`src/rtl/rst_pulse_stretcher.sv`:
```
// rst_pulse_stretcher: turns one-cycle reset request strobes into fixed-width active-low resets with hold-off
//   clk_i          in   system clock
//   rst_ni         in   asynchronous active-low reset (also forces every channel into its reset pulse)
//   rst_req_i      in   per-channel active-high reset request, sampled every posedge
//   periph_rst_no  out  per-channel active-low stretched reset, direct flop output
//   busy_o         out  per-channel asserting, holding off or request pending
//   done_o         out  per-channel 1-cycle pulse in the first cycle periph_rst_no is high again
module rst_pulse_stretcher #(
    parameter int N_CH           = 14,
    parameter int PULSE_CYCLES   = 16,
    parameter int HOLDOFF_CYCLES = 4
) (
    input  logic            clk_i,
    input  logic            rst_ni,
    input  logic [N_CH-1:0] rst_req_i,
    output logic [N_CH-1:0] periph_rst_no,
    output logic [N_CH-1:0] busy_o,
    output logic [N_CH-1:0] done_o
);
    localparam int MAX_C = (PULSE_CYCLES > HOLDOFF_CYCLES) ? PULSE_CYCLES : HOLDOFF_CYCLES;
    localparam int CNT_W = $clog2(MAX_C + 1);
    localparam logic [CNT_W-1:0] PULSE_LD = CNT_W'(PULSE_CYCLES - 1);
    // Unused when there is no hold-off; clamped so the constant stays non-negative.
    localparam logic [CNT_W-1:0] HOLD_LD = CNT_W'((HOLDOFF_CYCLES > 0) ? HOLDOFF_CYCLES - 1 : 0);

    typedef enum logic [1:0] {IDLE, ASSERT, HOLDOFF} state_e;

    for (genvar i = 0; i < N_CH; i++) begin : g_ch
        state_e           state_q, state_d;
        logic [CNT_W-1:0] cnt_q, cnt_d;
        logic             pend_q, pend_d, done_d;
        logic             rst_n_q, busy_q, done_q;

        always_ff @(posedge clk_i or negedge rst_ni) begin
            if (!rst_ni) begin
                state_q <= ASSERT;
                cnt_q   <= PULSE_LD;
                pend_q  <= 1'b0;
                rst_n_q <= 1'b0;
                busy_q  <= 1'b1;
                done_q  <= 1'b0;
            end else begin
                state_q <= state_d;
                cnt_q   <= cnt_d;
                pend_q  <= pend_d;
                // Outputs are registered from next-state so they are glitch-free and aligned with state.
                rst_n_q <= state_d != ASSERT;
                busy_q  <= (state_d != IDLE) | pend_d;
                done_q  <= done_d;
            end
        end

        always_comb begin
            state_d = state_q;
            cnt_d   = cnt_q;
            pend_d  = pend_q;
            done_d  = 1'b0;
            case (state_q)
                IDLE: begin
                    if (rst_req_i[i]) begin
                        state_d = ASSERT;
                        cnt_d   = PULSE_LD;
                    end
                end
                ASSERT: begin
                    // A request while asserting restarts the full width; it is not queued.
                    if (rst_req_i[i]) begin
                        cnt_d = PULSE_LD;
                    end else if (cnt_q != '0) begin
                        cnt_d = cnt_q - CNT_W'(1);
                    end else begin
                        done_d  = 1'b1;
                        state_d = (HOLDOFF_CYCLES == 0) ? IDLE : HOLDOFF;
                        cnt_d   = HOLD_LD;
                    end
                end
                HOLDOFF: begin
                    if (cnt_q != '0) begin
                        cnt_d  = cnt_q - CNT_W'(1);
                        pend_d = pend_q | rst_req_i[i];
                    end else if (pend_q | rst_req_i[i]) begin
                        state_d = ASSERT;
                        cnt_d   = PULSE_LD;
                        pend_d  = 1'b0;
                    end else begin
                        state_d = IDLE;
                    end
                end
                default: begin
                    state_d = IDLE;
                    pend_d  = 1'b0;
                end
            endcase
        end

        assign periph_rst_no[i] = rst_n_q;
        assign busy_o[i]        = busy_q;
        assign done_o[i]        = done_q;
    end
endmodule

```
`config.mk`:
```
export PLATFORM = sky130hd
export DESIGN_NAME = rst_pulse_stretcher
export DESIGN_NICKNAME = d
export VERILOG_FILES = /design/src/rtl/rst_pulse_stretcher.sv
export SDC_FILE = /design/constraint.sdc
export NUM_CORES = 1
export LEC_CHECK = 0
export CAP_MARGIN = 20
export CORE_AREA = 4 4 180 182
export DETAILED_ROUTE_END_ITERATION = 7
export DIE_AREA = 0 0 184 186
export PLACE_DENSITY_LB_ADDON = 0.1
export SETUP_SLACK_MARGIN = 0.5
export SYNTH_ARGS = -nofsm -noshare
export SYNTH_HDL_FRONTEND = slang
export SYNTH_SLANG_ARGS = --single-unit
export TNS_END_PERCENT = 100
```
`constraint.sdc`:
```
create_clock -name clk_i -period 3.3 [get_ports clk_i]
set_clock_uncertainty 0.05 [all_clocks]
set_input_delay 0.66 -clock clk_i [delete_from_list [all_inputs] [get_ports clk_i]]
set_output_delay 0.66 -clock clk_i [all_outputs]
set_load 0.1 [all_outputs]
```
==> results.md <==
* Status: finished, final reports clean
* GPL Wtd Cong at a little under 0.8
* CTS tree: built
* Leakage at 0.00504 uW
* All-Layer GR Usage at 13.4%
* Cell variety after synth at between 80 and 90
* Tcrit/Tclk final at approximately 72%
* Post-synth EDFFs at 0
* Sequential fraction of the synthesis area at 37.1%
* Post-route DRC at 0
* CP bufs+invs at 1
* Most frequent cells in the layout: inv_1, dfstp_2, o21ai_0
* I/O Buffers at 57
* RR Startpoint: g_ch[9].cnt_q[0]
* Core area at 0.0306 mm^2
* Std-Cell Rows at between 60 and 70
* Wirelength per Cell at 14.3 um
* Violation count after the first detailed-route iteration at about 500
* Fill count at 3080
* Vias at 8304
* FF-to-FF End: g_ch[9].rst_n_q
* Average size of a mapped cell at between 9 and 10 um^2
* Cts hold-fix bufs at 0
* Final ANT Viol Nets at 0
* Simple-gate share of the synthesized area at 17.5%
* R2R setup slack at 0.92 ns
* CTS H-Tree Depth at 4
* Area Overhead vs Synth at 10.2%
* Register bit total from synthesis at ~150
* Final Worst Setup Slack at roughly 0.9 ns
* Initial antenna violation count at 0
* Max transition margin at a little under half
* Post-synthesis cell count at 1179
* Post-synthesis compound-gate area fraction at between 20% and 30%
* Post-DP HPWL at around 16000 um
* Slowest Stage Delay on Critical Path at 0.58 ns
* Fmax at approximately 420 MHz
* First-pass GRT wire length at between 30000 and 40000 um
* CTS clock-pin slew for the worst setup and hold paths at around 0.070 ns
* Crit path max fanout at 7
* Max VDD drop at 0.000589 V
* Clock Root Buffer: clkbuf_16
* Max cap viols at 0
* Leading cell type in the layout, fill and taps excluded: inv_1
* Family with the most delay on the worst path: simple AND/OR/NAND/NOR gates
* Most used DFF post-synth: dfstp_2
* Setup TNS Final at 0 ns
* Post-Syn Nets at around 1300
* Share of cells above drive strength 1 at between 10% and 20%
* Syn Std Cell Area at approximately 0.011 mm^2
* Die ar. at around 0.034 mm^2
* Hold Crit Class: in2async
* CTS max path bufs at 2
* Starting Density at 34.9%
* Async S/R FF share, synth at 100%
* Total grt overflow at 0
* Post_cts resized at 0
* Pwr Density at 920 mW/mm^2
* Clk_lat worst skew at ~0.44 ns
* Drt first pass iters at 5
* Post-CTS Setup Inserts at 0
* Period minus WS final at between 2 and 2.5 ns
* CP Cell Sequence: inv_1 -> ha_1 -> or4b_1 -> a211o_1 -> a31oi_1 -> or3b_1
* Dpl ws at roughly 0.69 ns
* Worst Path Required at about 3.6 ns
* Adder-Cell Fraction of Synth Area at under 10%
* CTS Buf Count at 17
* Worst path slowest cell: or4b_1
* Hold violation count in the final report at 0
* CP Launch Type: register
* Mux cell area share after synthesis at ~1.5%
* Die span in x at between 150 and 200 um
* RSZ-0062 raised after global routing: false
* Largest net degree at the start of global routing at 55
* Worst EP arrival at about 2.7 ns
* DRT Wirelength at ~23000 um
* Ant. Diodes at 0
* Fin. max-slew vios at 0
* Die Y at 186 um
* Clock sinks at 154
* Vias per cell at around 5.3
* Vias in the first global route at slightly below 8000
* Post-Synth XOR/XNOR Area at less than 1%
* Largest family of logic cells by synthesized area: compound AO/OA/AOI/OAI gates
* Worst-Margin Slew at roughly 0.8 ns
* Count of nets after finishing at roughly 1300
* YS warnings at 0
* Critical path class: reg2reg
* Final setup fails at 0
* Crit. End Element: register
* Reg2reg path depth at 6
* I/O pins at 58
==> routing by layer <==
layer | routed length (um) | GRT usage (%) | vias up | part of all wire (%)
met5 | 0 | 0 | - | 0
met3 | 702 | 3.21 | 10 | 3.1
met4 | 207 | 3.43 | 0 | 0.92
li1 | - | - | 4223 | -
met1 | 11500 | 18.9 | 3974 | 51
met2 | 10100 | 20.7 | 97 | 45
==> through the flow <==
step | total power, uW | std cells | hold slack, ns | cell area (um^2) | util, %
2_1_floorplan | 7940 | 1179 | 0.314 | 10700 | -
5_1_grt | 11700 | 1575 | 0.0946 | 11800 | 38.5
3_5_place_dp | 8880 | 1543 | 0.445 | 11200 | 36.6
3_3_place_gp | 8920 | 1543 | 0.441 | 11200 | 36.6
4_1_cts | 11000 | 1575 | 0.0753 | 11800 | 38.5
6_report | 10800 | 1575 | 0.0830 | 11800 | 38.5
==> power by group <==
group          switching, uW  total [uW]  internal (uW)
clock network            897        1990           1090
registers                588        3450           2860
logic                   3460        5390           1940
total                   4940       10800           5890
==> synth_stat cells, types with 6 or more instances <==
| master | number | area share (%) |
|---|---|---|
| inv_1 | 118 | 4.1 |
| dfstp_2 | 84 | 21 |
| o21ai_0 | 81 | 3.8 |
| ha_1 | 79 | 9.3 |
| nor2_1 | 75 | 2.6 |
| dfrtp_1 | 70 | 16 |
| a21oi_1 | 64 | 3.0 |
| nand2_1 | 49 | 1.7 |
| clkbuf_1 | 48 | 1.7 |
| buf_4 | 42 | 3.0 |
| nor2b_1 | 34 | 2.0 |
| nor3_1 | 31 | 1.5 |
| o211ai_1 | 29 | 2.0 |
| a31oi_1 | 26 | 1.5 |
| nand2b_1 | 22 | 1.3 |
| nand3_1 | 17 | 0.80 |
| a211o_1 | 15 | 1.2 |
| nor4b_1 | 15 | 1.2 |
| or4b_1 | 13 | 1.2 |
| a211oi_1 | 12 | 0.84 |
| a21boi_0 | 11 | 0.77 |
| nor3b_1 | 11 | 0.77 |
| o21a_1 | 11 | 0.77 |
| a221oi_1 | 9 | 0.74 |
| a22o_1 | 9 | 0.74 |
| or3_1 | 9 | 0.53 |
| a21o_1 | 8 | 0.56 |
| and2_1 | 8 | 0.47 |
| mux2_2 | 8 | 0.84 |
| nor4_1 | 8 | 0.47 |
| a32oi_1 | 7 | 0.57 |
| mux2i_1 | 7 | 0.66 |
| o22ai_1 | 7 | 0.41 |
| o2bb2ai_1 | 7 | 0.57 |
| or2_2 | 7 | 0.41 |
| o22a_1 | 6 | 0.49 |
| or3b_2 | 6 | 0.49 |
==> cells by family after synthesis <==
logic type / after synthesis
AOI/OAI and AO/OA: 377
and+or+nand+nor: 328
buffers and inverters: 219
DFF: 154
adders and majority gates: 79
muxes: 15
xor gates and xnor gates: 7
==> flip-flops by register name, summed over array words and instances (netlist names) <==
name / cells
g_ch.state_q: 28
g_ch.cnt_q: 70
g_ch.done_q: 14
g_ch.busy_q: 14
g_ch.pend_q: 14
g_ch.rst_n_q: 14
==> layout make-up <==
class	instances	area [um^2]	area share, %
repair buffers	69	569	4.84
multi-input cells	806	5720	48.6
clock buffers	18	439	3.73
inverters	118	443	3.76
flip-flops and latches	154	3960	33.6
clock inverters	14	146	1.24
well taps	396	495	4.21
==> worst max-delay path by stage <==
| stage | startpoint | to | slack (ns) | cells past startpoint |
|---|---|---|---|---|
| detailed placement | rst_req_i[5] | g_ch[5].cnt_q[2] | 0.69 | 5 |
| global placement | rst_req_i[1] | g_ch[1].rst_n_q | 0.72 | 5 |
| floorplan | g_ch[12].state_q[0] | g_ch[12].cnt_q[2] | 1.09 | 7 |
| CTS | g_ch[9].cnt_q[0] | g_ch[9].rst_n_q | 0.92 | 6 |
| global route | g_ch[1].cnt_q[0] | g_ch[1].rst_n_q | 0.73 | 6 |
| finish | g_ch[9].cnt_q[0] | g_ch[9].rst_n_q | 0.92 | 6 |
(Power assumes the default switching activity.)
